--- config.mk ---
export PLATFORM = sky130hd
export DESIGN_NAME = ee354_bin2bcd_seq_flat
export DESIGN_NICKNAME = d
export VERILOG_FILES = /design/src/rtl/ee354_bin2bcd_seq_if.sv /design/src/rtl/ee354_bin2bcd_seq.sv /design/src/flat_wrapper.sv
export SDC_FILE = /design/constraint.sdc
export NUM_CORES = 1
export LEC_CHECK = 0
export ABC_AREA = 1
export CAP_MARGIN = 20
export CELL_PAD_IN_SITES_DETAIL_PLACEMENT = 0
export CELL_PAD_IN_SITES_GLOBAL_PLACEMENT = 1
export CORE_MARGIN = 4
export CORE_UTILIZATION = 48
export CTS_BUF_LIST = sky130_fd_sc_hd__clkbuf_8 sky130_fd_sc_hd__clkbuf_16
export CTS_CLUSTER_DIAMETER = 60
export DETAILED_ROUTE_END_ITERATION = 6
export DONT_BUFFER_PORTS = 1
export GPL_TIMING_DRIVEN = 0
export PLACE_DENSITY_LB_ADDON = 0.3
export SLEW_MARGIN = 0
export SYNTH_ARGS = -nofsm -noshare
export SYNTH_HDL_FRONTEND = slang
export SYNTH_SLANG_ARGS = --single-unit
--- constraint.sdc ---
create_clock -name Clk -period 2.8 [get_ports Clk]
set_input_delay 0.42 -clock Clk [delete_from_list [all_inputs] [get_ports Clk]]
set_output_delay 0.42 -clock Clk [all_outputs]
set_load 0.02 [all_outputs]
--- src/rtl/ee354_bin2bcd_seq_if.sv ---
// ----------------------------------------------------------------------------
// ee354_bin2bcd_seq_if
//   Bundles the Start/Ack handshake, single-step enable, binary input and the
//   BCD result/status outputs of the sequential binary-to-BCD converter.
//
//   Signals:
//     SCEN    : single-clock enable (controller -> converter)
//     Start   : request conversion of Bin (controller -> converter)
//     Ack     : acknowledge result (controller -> converter)
//     Bin     : binary value to convert, WIDTH bits (controller -> converter)
//     Bcd     : packed BCD result, digit 0 in [3:0] (converter -> controller)
//     Cnt     : iterations completed in current conversion (converter -> controller)
//     q_I     : one-hot state flag, idle
//     q_Shift : one-hot state flag, converting
//     q_Done  : one-hot state flag, result valid
//
//   Modports:
//     master : the controller (GCD top / testbench) driving the converter
//     slave  : the converter itself
// ----------------------------------------------------------------------------
interface ee354_bin2bcd_seq_if #(
    parameter int unsigned WIDTH  = 8,
    parameter int unsigned DIGITS = 3
);

    logic                  SCEN;
    logic                  Start;
    logic                  Ack;
    logic [WIDTH-1:0]      Bin;
    logic [4*DIGITS-1:0]   Bcd;
    logic [3:0]            Cnt;
    logic                  q_I;
    logic                  q_Shift;
    logic                  q_Done;

    modport master (
        output SCEN,
        output Start,
        output Ack,
        output Bin,
        input  Bcd,
        input  Cnt,
        input  q_I,
        input  q_Shift,
        input  q_Done
    );

    modport slave (
        input  SCEN,
        input  Start,
        input  Ack,
        input  Bin,
        output Bcd,
        output Cnt,
        output q_I,
        output q_Shift,
        output q_Done
    );

endinterface

--- src/rtl/ee354_bin2bcd_seq.sv ---
// ----------------------------------------------------------------------------
// ee354_bin2bcd_seq
//   Sequential double-dabble binary-to-BCD converter. Sits downstream of the
//   GCD core and turns an 8-bit result into packed decimal digits for the SSD
//   mux. Uses the same Start/Ack handshake and SCEN single-step enable as the
//   GCD state machine, so it can share the debounced button pulses.
//
//   Ports:
//     Clk   : system clock
//     Reset : asynchronous, active-high reset
//     bus   : ee354_bin2bcd_seq_if.slave
//               SCEN, Start, Ack, Bin in; Bcd, Cnt, q_I, q_Shift, q_Done out
//
//   Conversion takes exactly WIDTH enabled cycles from the accepted Start to
//   q_Done. Bcd holds the last result until the next Start is accepted.
// ----------------------------------------------------------------------------
module ee354_bin2bcd_seq #(
    parameter int unsigned WIDTH  = 8,
    parameter int unsigned DIGITS = 3
) (
    input  logic                        Clk,
    input  logic                        Reset,
    ee354_bin2bcd_seq_if.slave          bus
);

    localparam int unsigned BW = 4 * DIGITS;

    // One-hot encoding so the q_* flags come straight off state flops.
    typedef enum logic [2:0] {
        StIni   = 3'b001,
        StShift = 3'b010,
        StDone  = 3'b100
    } state_e;

    localparam logic [3:0] LastIter = 4'(WIDTH - 1);

    state_e           state_q;
    logic [WIDTH-1:0] bin_q;
    logic [BW-1:0]    bcd_q;
    logic [3:0]       cnt_q;

    logic [BW-1:0]    bcd_adj;

    // Add-3 correction: any digit >= 5 would become >= 10 after the shift,
    // so pre-bias it by 3. Each digit is corrected independently (no carry).
    function automatic logic [BW-1:0] add3_digits(input logic [BW-1:0] v);
        logic [BW-1:0] r;
        logic [3:0]    digit;
        r = v;
        for (int d = 0; d < int'(DIGITS); d++) begin
            digit = v[4*d +: 4];
            if (digit >= 4'd5) begin
                digit = digit + 4'd3;
            end
            r[4*d +: 4] = digit;
        end
        return r;
    endfunction

    always_comb begin
        bcd_adj = add3_digits(bcd_q);
    end

    always_ff @(posedge Clk or posedge Reset) begin
        if (Reset) begin
            state_q <= StIni;
            bin_q   <= '0;
            bcd_q   <= '0;
            cnt_q   <= '0;
        end else if (bus.SCEN) begin
            unique case (state_q)
                StIni: begin
                    if (bus.Start) begin
                        bin_q   <= bus.Bin;
                        bcd_q   <= '0;
                        cnt_q   <= '0;
                        state_q <= StShift;
                    end
                end
                StShift: begin
                    // Shift {bcd, bin} left by one; the binary MSB enters BCD bit 0.
                    bcd_q <= {bcd_adj[BW-2:0], bin_q[WIDTH-1]};
                    bin_q <= {bin_q[WIDTH-2:0], 1'b0};
                    cnt_q <= cnt_q + 4'd1;
                    if (cnt_q == LastIter) begin
                        state_q <= StDone;
                    end
                end
                StDone: begin
                    // Start is deliberately ignored here: a shared Start/Ack
                    // pulse must only return to idle.
                    if (bus.Ack) begin
                        state_q <= StIni;
                    end
                end
                default: begin
                    state_q <= StIni;
                end
            endcase
        end
    end

    assign bus.Bcd     = bcd_q;
    assign bus.Cnt     = cnt_q;
    assign bus.q_I     = state_q[0];
    assign bus.q_Shift = state_q[1];
    assign bus.q_Done  = state_q[2];

endmodule

--- src/flat_wrapper.sv ---
// flat-port wrapper written by rule: the top's interface ports become plain ports
module ee354_bin2bcd_seq_flat 
#(
    parameter int unsigned WIDTH  = 8,
    parameter int unsigned DIGITS = 3
)
  (Clk, Reset, bus_SCEN, bus_Start, bus_Ack, bus_Bin, bus_Bcd, bus_Cnt, bus_q_I, bus_q_Shift, bus_q_Done);
  ee354_bin2bcd_seq_if #(.WIDTH(WIDTH), .DIGITS(DIGITS)) bus_i ();
  input  logic Clk;
  input  logic Reset;
  input wire logic [$bits(bus_i.SCEN)-1:0] bus_SCEN;
  input wire logic [$bits(bus_i.Start)-1:0] bus_Start;
  input wire logic [$bits(bus_i.Ack)-1:0] bus_Ack;
  input wire logic [$bits(bus_i.Bin)-1:0] bus_Bin;
  output wire logic [$bits(bus_i.Bcd)-1:0] bus_Bcd;
  output wire logic [$bits(bus_i.Cnt)-1:0] bus_Cnt;
  output wire logic [$bits(bus_i.q_I)-1:0] bus_q_I;
  output wire logic [$bits(bus_i.q_Shift)-1:0] bus_q_Shift;
  output wire logic [$bits(bus_i.q_Done)-1:0] bus_q_Done;
  assign bus_i.SCEN = bus_SCEN;
  assign bus_i.Start = bus_Start;
  assign bus_i.Ack = bus_Ack;
  assign bus_i.Bin = bus_Bin;
  assign bus_Bcd = bus_i.Bcd;
  assign bus_Cnt = bus_i.Cnt;
  assign bus_q_I = bus_i.q_I;
  assign bus_q_Shift = bus_i.q_Shift;
  assign bus_q_Done = bus_i.q_Done;
  ee354_bin2bcd_seq #(.WIDTH(WIDTH), .DIGITS(DIGITS)) u_core (.Clk(Clk), .Reset(Reset), .bus(bus_i));
endmodule
==> results of run 1 <==
==> sequential cells by signal, indices dropped and copies added (netlist names) <==
| register | count |
|---|---|
| u_core.bin_q | 8 |
| u_core.bus.Bcd | 12 |
| u_core.bus.Cnt | 4 |
| u_core.state_q | 3 |
==> how the worst max path moves through the flow <==
stage	start	end	cells past startpoint	slack (ns)
2_1_floorplan	u_core.bus.Bcd[0]$_DFFE_PP0P_	u_core.bus.Bcd[4]$_DFFE_PP0P_	9	1.47
3_3_place_gp	u_core.state_q[2]$_DFFE_PP0P_	u_core.bin_q[6]$_DFFE_PP0P_	7	1.33
3_5_place_dp	u_core.bus.Bcd[0]$_DFFE_PP0P_	u_core.bus.Bcd[4]$_DFFE_PP0P_	9	1.28
4_1_cts	u_core.bus.Bcd[0]$_DFFE_PP0P_	u_core.bus.Bcd[4]$_DFFE_PP0P_	9	1.27
5_1_grt	u_core.bus.Bcd[4]$_DFFE_PP0P_	u_core.bus.Bcd[8]$_DFFE_PP0P_	9	1.10
6_report	u_core.bus.Bcd[0]$_DFFE_PP0P_	u_core.bus.Bcd[4]$_DFFE_PP0P_	9	1.26
==> per-layer routing <==
metal  wire (um)  up-vias  GRT usage [%]
met1        1598      646          20.38
met5           0        -              0
met4          43        0          5.440
li1            -      706              -
met2        1748       23          32.79
met3         120        5          3.401
==> metrics by stage <==
step	hold WS [ns]	area (sq um)	total power, mW	utilization [%]	cells
floorplan	0.4422	1609	1.021	-	223
global placement	0.4577	1664	1.118	53.20	267
detailed placement	0.4615	1664	1.142	53.20	267
CTS	0.2783	1710	1.364	54.68	271
global route	0.02323	1738	1.470	55.56	272
finish	0.001537	1738	1.355	55.56	272
==> cell usage after synthesis <==
library cell	instances	area share [%]
nand2_2	2	0.78
nand2_4	2	1.4
o21ai_0	4	1.2
nand3_2	2	1.2
a21oi_1	2	0.62
nand2_1	104	24
nor2_2	2	0.78
dfrtp_1	26	40
buf_6	3	2.1
nor2_1	13	3.0
inv_2	1	0.23
o21ai_2	2	1.1
xor2_1	1	0.54
dfstp_2	1	1.6
o211ai_1	3	1.4
nand4_1	6	2.3
nand3_1	18	5.6
buf_4	1	0.47
ha_1	7	5.4
inv_1	23	5.4
==> logic make-up (layout without fill, tap and decap cells) <==
logic type,after synthesis,in the layout,synth area share [%]
AOI/OAI and AO/OA,11,11,4.355
adders and majority gates,7,7,5.443
buffers and inverters,28,33,8.164
and+or+nand+nor,149,149,39.42
DFF,27,27,42.07
xor gates and xnor gates,1,1,0.5444
==> cell type report <==
class	count	area [sq um]
flip-flops and latches	27	676.9
repair buffers	1	27.53
clock buffers	3	41.29
inverters	24	90.09
clock inverters	1	5.005
well taps	44	55.05
multi-input cells	168	800.8
fillers	313	1390
plain buffers	4	41.29
==> power breakdown <==
part           switching, mW  internal [mW]  leakage [nW]  total [mW]
combinational          0.292          0.165         0.561       0.457
clock                  0.121         0.0998        0.0255       0.221
sequential             0.180          0.497         0.358       0.677
total                  0.594          0.761         0.945        1.36
==> worst max-delay path: stages, from the launching register on <==
cell     delay, ns
dfrtp_1       0.56
inv_1         0.12
ha_1          0.23
inv_1         0.05
nand2_1       0.08
nand3_1       0.17
nand2_1       0.07
nor2_1        0.10
nand2_1       0.06
nand2_1       0.05
==> impl_metrics.tcl, run 1 <==
set metrics [dict create \
    crit_fanout 6 \
    r2r_cells 9 \
    grt_max_degree 28 \
    cp_data_arrival_time_ns 1.76 \
    initial_core_util_pct 51.44 \
    die_w_um 65.90 \
    vias 1380 \
    syn-cell-area_sq_um 1609 \
    skew_ns 0.007583 \
    tightest_slew_ns 0.4098 \
    status "finished, final reports clean" \
    ctsHoldBuffers 0 \
    avgSynthCellArea_sq_um 7.215 \
    tns_ns 0 \
    p_per_area_nw_per_um2 779.8 \
    syn_nets 243 \
    cts_root_buf "clkbuf_8" \
    slew_viol_final 0 \
    end_kind "flip-flop" \
    ys_types 20 \
    period_minus_slack_ns 1.538 \
    ant_nets 0 \
    grt_pass1_wl_um 6085 \
    die_y_um 65.90 \
    drc_errors 0 \
    setup-violations-final 0 \
    syn2layout_area_growth_pct 8.010 \
    antenna_found_initial 0 \
    hold_viol_final 0 \
    layout-drive-gt1-share_pct 9.211 \
    vdd_drop_max_mv 0.5113 \
    setup_ws_ns 1.262 \
    ys_ff_latch 27 \
    rrSetupSlack_ns 1.26 \
    maxSlewHeadroom_pct 72.68 \
    power_leakage_nw 0.9445 \
    dpl.hpwl_um 2609 \
    yosys_warnings 0 \
    num_rows 20 \
    layout_commonest_cell "nand2_1" \
    overflow 0 \
    worstSetupPathType "reg -> reg" \
    cts_resized 0 \
    port_buffers 0 \
    via_per_inst 5.074 \
    layout.nets 249 \
    diodes 0 \
    seq_area_frac_synth_pct 42.07 \
    clock_latency_ns 0.28 \
    cts.htree.levels 1 \
    finalWirelength_um 3511 \
    gp_congestion 0.7641 \
    grt_pass1_vias 1341 \
    core_area_sq_um 3128 \
    die_area_sq_um 4342 \
    final_cell_mix "nand2_1 (104), dfrtp_1 (26), inv_1 (23)" \
    first_iter_violations 86 \
    r2r_start "u_core.bus.Bcd[0]$_DFFE_PP0P_" \
    clk_path_buf_depth 2 \
    worstPathRequired_ns 3.02 \
    cts_setup_buffers 0 \
    dp_worst_setup_slack_ns 1.279 \
    rsz0062_at_grt "no" \
    hold_path.class "in -> async" \
    wl_per_cell_um 12.91 \
    path_clk_slew_ns 0.09 \
    first_pass_iters 4 \
    r2r-end "u_core.bus.Bcd[4]$_DFFE_PP0P_" \
    cts_tree "yes" \
    startpoint_type "flip-flop" \
    cts.sinks 27 \
    max-cap-violations 0 \
    numCtsBuffers 3 \
    grt_use_total_pct 17.76 \
    fin_crit_sh_pct 54.93 \
    io-pin-count 32 \
    syn_inst 223 \
    max_clock_freq_mhz 650.2 \
]
Power figures use the tool's default switching activity.
==> run 2, diff against run 1 <==
--- a/config.mk
+++ b/config.mk
@@ -10,7 +10,7 @@
 export CELL_PAD_IN_SITES_DETAIL_PLACEMENT = 0
 export CELL_PAD_IN_SITES_GLOBAL_PLACEMENT = 1
 export CORE_MARGIN = 4
-export CORE_UTILIZATION = 48
+export CORE_UTILIZATION = 44
 export CTS_BUF_LIST = sky130_fd_sc_hd__clkbuf_8 sky130_fd_sc_hd__clkbuf_16
 export CTS_CLUSTER_DIAMETER = 60
 export DETAILED_ROUTE_END_ITERATION = 6
==> constraint.sdc (replaced) <==
create_clock -name Clk -period 1.6 [get_ports Clk]
set_input_delay 0.24 -clock Clk [delete_from_list [all_inputs] [get_ports Clk]]
set_output_delay 0.24 -clock Clk [all_outputs]
set_load 0.02 [all_outputs]
==> run 2 against run 1 <==
Compared with the run above:
- clock power grew 73%
- highest routed layer unchanged
- maximum frequency rose by 7.0%
- wire length rose by 1.3%
- largest cell class unchanged
- sequential power is 76% higher
- setup slack worse by 1.1 ns
- total power increased by 76%
- sequential share of layout area is 0.42 points lower
- register-to-register slack worse by 1.1 ns
- count of clock-buffer cells in the layout is the same
- clock skew down 0.0065 ns
- first-iteration DRC count rose by 35%
==> impl_metrics.tcl, run 2 (synthesis results as in run 1) <==
set metrics [dict create \
    status "finished, final reports clean" \
    stdcell_area_sq_um 1773 \
    grt_pass1_vias 1359 \
    cts.htree.levels 1 \
    layout_commonest_cell "nand2_1" \
    die_area_sq_um 4688 \
    crit_fanout 10 \
    cts.sinks 27 \
    numCtsBuffers 3 \
    clock_latency_ns 0.27 \
    grt_pass1_wl_um 5934 \
    die_y_um 68.47 \
    dpl.cell_count 269 \
    hold_path.class "in -> reg" \
    fin_crit_sh_pct 89.83 \
    final_cell_mix "nand2_1 (104), inv_1 (24), dfrtp_1 (21)" \
    slew_viol_final 0 \
    finalWirelength_um 3557 \
    num_rows 21 \
    diodes 0 \
    maxSlewHeadroom_pct 72.24 \
    holdWs_ns 0.1125 \
    rsz0062_at_grt "no" \
    first_iter_violations 116 \
    antenna_found_initial 0 \
    skew_ns 0.001052 \
    overflow 0 \
    clk_path_buf_depth 2 \
    wl_per_cell_um 12.89 \
    initial_core_util_pct 46.75 \
    startpoint_type "flip-flop" \
    worstSetupPathType "reg -> reg" \
    p_per_area_nw_per_um2 1346 \
    power_leakage_nw 0.9605 \
    via_per_inst 5.018 \
    layout-drive-gt1-share_pct 12.17 \
    hold_viol_final 0 \
    vdd_drop_max_mv 0.6528 \
    first_pass_iters 4 \
    ant_nets 0 \
    finalNonFillerCells 276 \
    die_w_um 68.47 \
    worstPathRequired_ns 1.81 \
    dpl.hpwl_um 2655 \
    gp_congestion 0.7609 \
    place_area_sq_um 1667 \
    tns_ns 0 \
    core_area_sq_um 3442 \
    syn2layout_area_growth_pct 10.19 \
    io-pin-count 32 \
    period_minus_slack_ns 1.437 \
    cts_tree "yes" \
    drc_errors 0 \
    max_clock_freq_mhz 695.8 \
    tightest_slew_ns 0.4163 \
    end_kind "flip-flop" \
    port_buffers 0 \
    cp_data_arrival_time_ns 1.65 \
    grt_max_degree 28 \
    vias 1385 \
    grt_use_total_pct 16.70 \
    cts_root_buf "clkbuf_8" \
    layout.nets 251 \
    path_clk_slew_ns 0.09 \
    largest_register_ffs 12 \
    setup-violations-final 0 \
    max-cap-violations 0 \
]
-- run 2: cell types whose count changed in the layout (fill, tap and decap cells not counted) --
cell | previous run | this run
buf_4 | 1 | 2
clkinv_2 | 1 | 0
dfrtp_1 | 26 | 21
dfrtp_2 | 0 | 5
dlygate4sd3_1 | 0 | 1
inv_1 | 23 | 24
nand3_1 | 18 | 16
nand3_2 | 2 | 4
-- run 2: what timing repair did --
action                                 4_1_cts  5_1_grt
gates resized for setup                      0        7
endpoints found under the hold margin        0        5
setup endpoints to repair                    0        8
hold buffers                                 0        1
setup buffers                                0        1
-- run 2: layout make-up --
| type | count | area [sq um] |
|---|---|---|
| Buffer | 4 | 41.29 |
| Clock buffer | 3 | 41.29 |
| Clock inverter | 1 | 3.754 |
| Fill cell | 360 | 1669 |
| Inverter | 24 | 90.09 |
| Multi-Input combinational cell | 168 | 810.8 |
| Sequential cell | 27 | 683.2 |
| Tap cell | 46 | 57.56 |
| Timing Repair Buffer | 3 | 45.04 |
-- run 2: metal layers --
metal	vias to the layer above	part of all wire, %	routed length [um]	global-route usage (%)
li1	709	-	-	-
met1	646	44	1551	21.22
met2	28	50	1785	28.61
met3	2	5.5	195	3.284
met4	0	0.70	25	4.467
met5	-	0	0	0
-- run 2: worst paths after layout --
kind,start,end,slack (ns),cells past startpoint
max in group asynchronous,Reset,u_core.state_q[0]$_DFFE_PP1P_,0.76,3
min reg2reg,u_core.bin_q[7]$_DFFE_PP0P_,u_core.bin_q[7]$_DFFE_PP0P_,0.49,2
max,u_core.state_q[1]$_DFFE_PP0P_,u_core.bus.Bcd[8]$_DFFE_PP0P_,0.16,7
max reg2reg,u_core.state_q[1]$_DFFE_PP0P_,u_core.bus.Bcd[8]$_DFFE_PP0P_,0.16,7
min in group asynchronous,Reset,u_core.bus.Bcd[7]$_DFFE_PP0P_,0.35,2
min,bus_Bin[0],u_core.bin_q[0]$_DFFE_PP0P_,0.11,2
-- run 2: worst max-delay path, cell delays in order (launching register included) --
cell and delay (ns):
dfrtp_1 0.61, inv_1 0.13, nand3_2 0.12, nand2_2 0.08, nand2_4 0.14, buf_6 0.17, nand2_1 0.06, nand2_1 0.08
-- run 2: where the power goes --
part	internal, mW	switching (mW)	leakage, nW
Sequential	0.875	0.311	0.350
Combinational	0.302	0.517	0.583
Clock	0.172	0.211	0.0269
-- run 2: metrics by stage --
| stage | setup slack, ns | total power [mW] | util, % |
|---|---|---|---|
| after floorplan | 0.2654 | 1.787 | - |
| after global placement | 0.1249 | 1.959 | 48.42 |
| after detailed placement | 0.05837 | 2.003 | 48.42 |
| after CTS | 0.03198 | 2.386 | 49.73 |
| after global routing | 0.004266 | 2.594 | 51.51 |
| final | 0.1628 | 2.387 | 51.51 |
==> run 3, diff against run 2 <==
--- a/config.mk
+++ b/config.mk
@@ -6,10 +6,10 @@
 export NUM_CORES = 1
 export LEC_CHECK = 0
 export ABC_AREA = 1
+export ABC_CLOCK_PERIOD_IN_PS = 1600
 export CAP_MARGIN = 20
 export CELL_PAD_IN_SITES_DETAIL_PLACEMENT = 0
 export CELL_PAD_IN_SITES_GLOBAL_PLACEMENT = 1
-export CORE_MARGIN = 4
 export CORE_UTILIZATION = 44
 export CTS_BUF_LIST = sky130_fd_sc_hd__clkbuf_8 sky130_fd_sc_hd__clkbuf_16
 export CTS_CLUSTER_DIAMETER = 60
@@ -17,6 +17,7 @@
 export DONT_BUFFER_PORTS = 1
 export GPL_TIMING_DRIVEN = 0
 export PLACE_DENSITY_LB_ADDON = 0.3
+export REMOVE_ABC_BUFFERS = 1
 export SLEW_MARGIN = 0
 export SYNTH_ARGS = -nofsm -noshare
 export SYNTH_HDL_FRONTEND = slang
==> run 3 against run 2 <==
Compared with the run above:
- total power rose by 0.19%
- die area decreased by 17%
- clock skew rose by 0.0032 ns
- global-route usage grew 1.8 points
- critical endpoint is now u_core.bus.Bcd[4]$_DFFE_PP0P_
- largest cell class unchanged
==> impl_metrics.tcl, run 3 (synthesis results as in run 1) <==
set metrics [dict create \
    wl_met1_um 1609 \
    end_kind "flip-flop" \
    cts_root_buf "clkbuf_8" \
    met2_length_um 1672 \
    wl_met3_um 97 \
    grt_pass1_vias 1299 \
    largest_register_ffs 12 \
    startpoint_type "flip-flop" \
    die_area_sq_um 3903 \
    gp_congestion 0.8355 \
    p_per_area_nw_per_um2 1365 \
    dpl.cell_count 265 \
    hold_path_startpoint "bus_Bin[0]" \
    status "finished, final reports clean" \
    layout_commonest_cell "nand2_1" \
    hold_viol_final 0 \
    grt_max_degree 28 \
    power_leakage_nw 0.9081 \
    die_y_um 62.47 \
    final_cell_mix "nand2_1 (104), inv_1 (22), dfrtp_1 (19)" \
    cp_data_arrival_time_ns 1.67 \
    core_area_sq_um 3416 \
    r2r_start "u_core.state_q[0]$_DFFE_PP1P_" \
    crit_start "u_core.state_q[0]$_DFFE_PP1P_" \
    ant_nets 0 \
    slew_viol_final 0 \
    finalWirelength_um 3419 \
    via_per_inst 5.106 \
    cts_tree "yes" \
    layout.nets 248 \
    max_clock_freq_mhz 668.3 \
    worstPathRequired_ns 1.77 \
    dpl.hpwl_um 2351 \
    skew_ns 0.004243 \
    num_rows 21 \
    max-cap-violations 0 \
    first_iter_violations 63 \
    hold_path.class "in -> reg" \
    syn2layout_area_growth_pct 8.865 \
    cts_setup_buffers 0 \
    tns_ns 0 \
    grt_use_total_pct 18.49 \
    drc_errors 0 \
    maxSlewHeadroom_pct 72.45 \
    worstSetupPathType "reg -> reg" \
    fin_crit_sh_pct 93.52 \
    layout-drive-gt1-share_pct 11.89 \
    tightest_slew_ns 0.4129 \
    total_power_mw 2.391 \
    diodes 0 \
    first_pass_iters 4 \
    clk_path_buf_depth 2 \
    cts.htree.levels 1 \
    initial_core_util_pct 47.11 \
    routed.top_layer "met4" \
    dp_worst_setup_slack_ns -0.06082 \
    io-pin-count 32 \
    crit_fanout 14 \
    setup-violations-final 0 \
    port_buffers 0 \
    vdd_drop_max_mv 0.9589 \
    clock_latency_ns 0.28 \
    grt_pass1_wl_um 5789 \
    numCtsBuffers 3 \
    path_clk_slew_ns 0.09 \
    cts.sinks 27 \
    overflow 0 \
    fin_util_pct 51.28 \
    rsz0062_at_grt "yes" \
    wl_per_cell_um 12.52 \
    antenna_found_initial 0 \
    vias 1394 \
    finalNonFillerCells 273 \
    die_w_um 62.47 \
    period_minus_slack_ns 1.496 \
    setup_ws_ns 0.1037 \
]
## run 3: cell count changes in the layout (fill, tap and decap cells not counted), sizes merged
cell,previous run,this run
buf,6,1
clkinv,0,1
clkinvlp,0,2
inv,25,23
nand2,108,109
## run 3: report_power, final
part           leakage [nW]  internal (mW)  switching [mW]
Clock                0.0255          0.175           0.219
Combinational         0.535          0.259           0.549
Sequential            0.347          0.877           0.313
## run 3: through the flow
step           hold slack, ns  area [sq um]
2_1_floorplan          0.2920          1568
3_3_place_gp           0.3895          1625
3_5_place_dp           0.4032          1625
4_1_cts                0.1022          1689
5_1_grt                0.1139          1752
6_report               0.1058          1752
## run 3: worst paths after layout
kind	end	slack, ns	depth (start not counted)
worst max-delay path	u_core.bus.Bcd[4]$_DFFE_PP0P_	0.10	7
worst min-delay path	u_core.bin_q[0]$_DFFE_PP0P_	0.11	2
worst max register to register	u_core.bus.Bcd[4]$_DFFE_PP0P_	0.10	7
worst min register to register	u_core.bin_q[1]$_DFFE_PP0P_	0.49	2
max in group asynchronous	u_core.state_q[0]$_DFFE_PP1P_	0.70	3
min in group asynchronous	u_core.bus.Bcd[6]$_DFFE_PP0P_	0.38	2
## run 3: critical path: stages, from the launching register on
cell and delay, ns:
dfstp_2 0.67, nor2_2 0.08, nand2_2 0.12, nand2_2 0.15, nand2_8 0.15, inv_2 0.09
nand2_1 0.07, nand2_1 0.05
## run 3: per-layer routing
layer | vias to the layer above | track usage, %
li1 | 706 | -
met5 | - | 0
met3 | 4 | 3.285
met4 | 0 | 5.233
met1 | 662 | 22.84
met2 | 22 | 32.74
## run 3: final cells by class
class                   count  area [sq um]
flip-flops and latches     27         685.7
fillers                   330          1664
repair inverters            1         5.005
repair buffers              2         37.54
clock buffers               3         41.29
clock inverters             1         5.005
inverters                  24         93.84
multi-input cells         169         825.8
well taps                  46         57.56
## run 3: timing repair
action,4_1_cts,5_1_grt
hold buffers,0,1
cloned,0,2
gates resized for setup,3,7
setup endpoints to repair,10,17
pin swaps,0,1
endpoints found under the hold margin,0,7
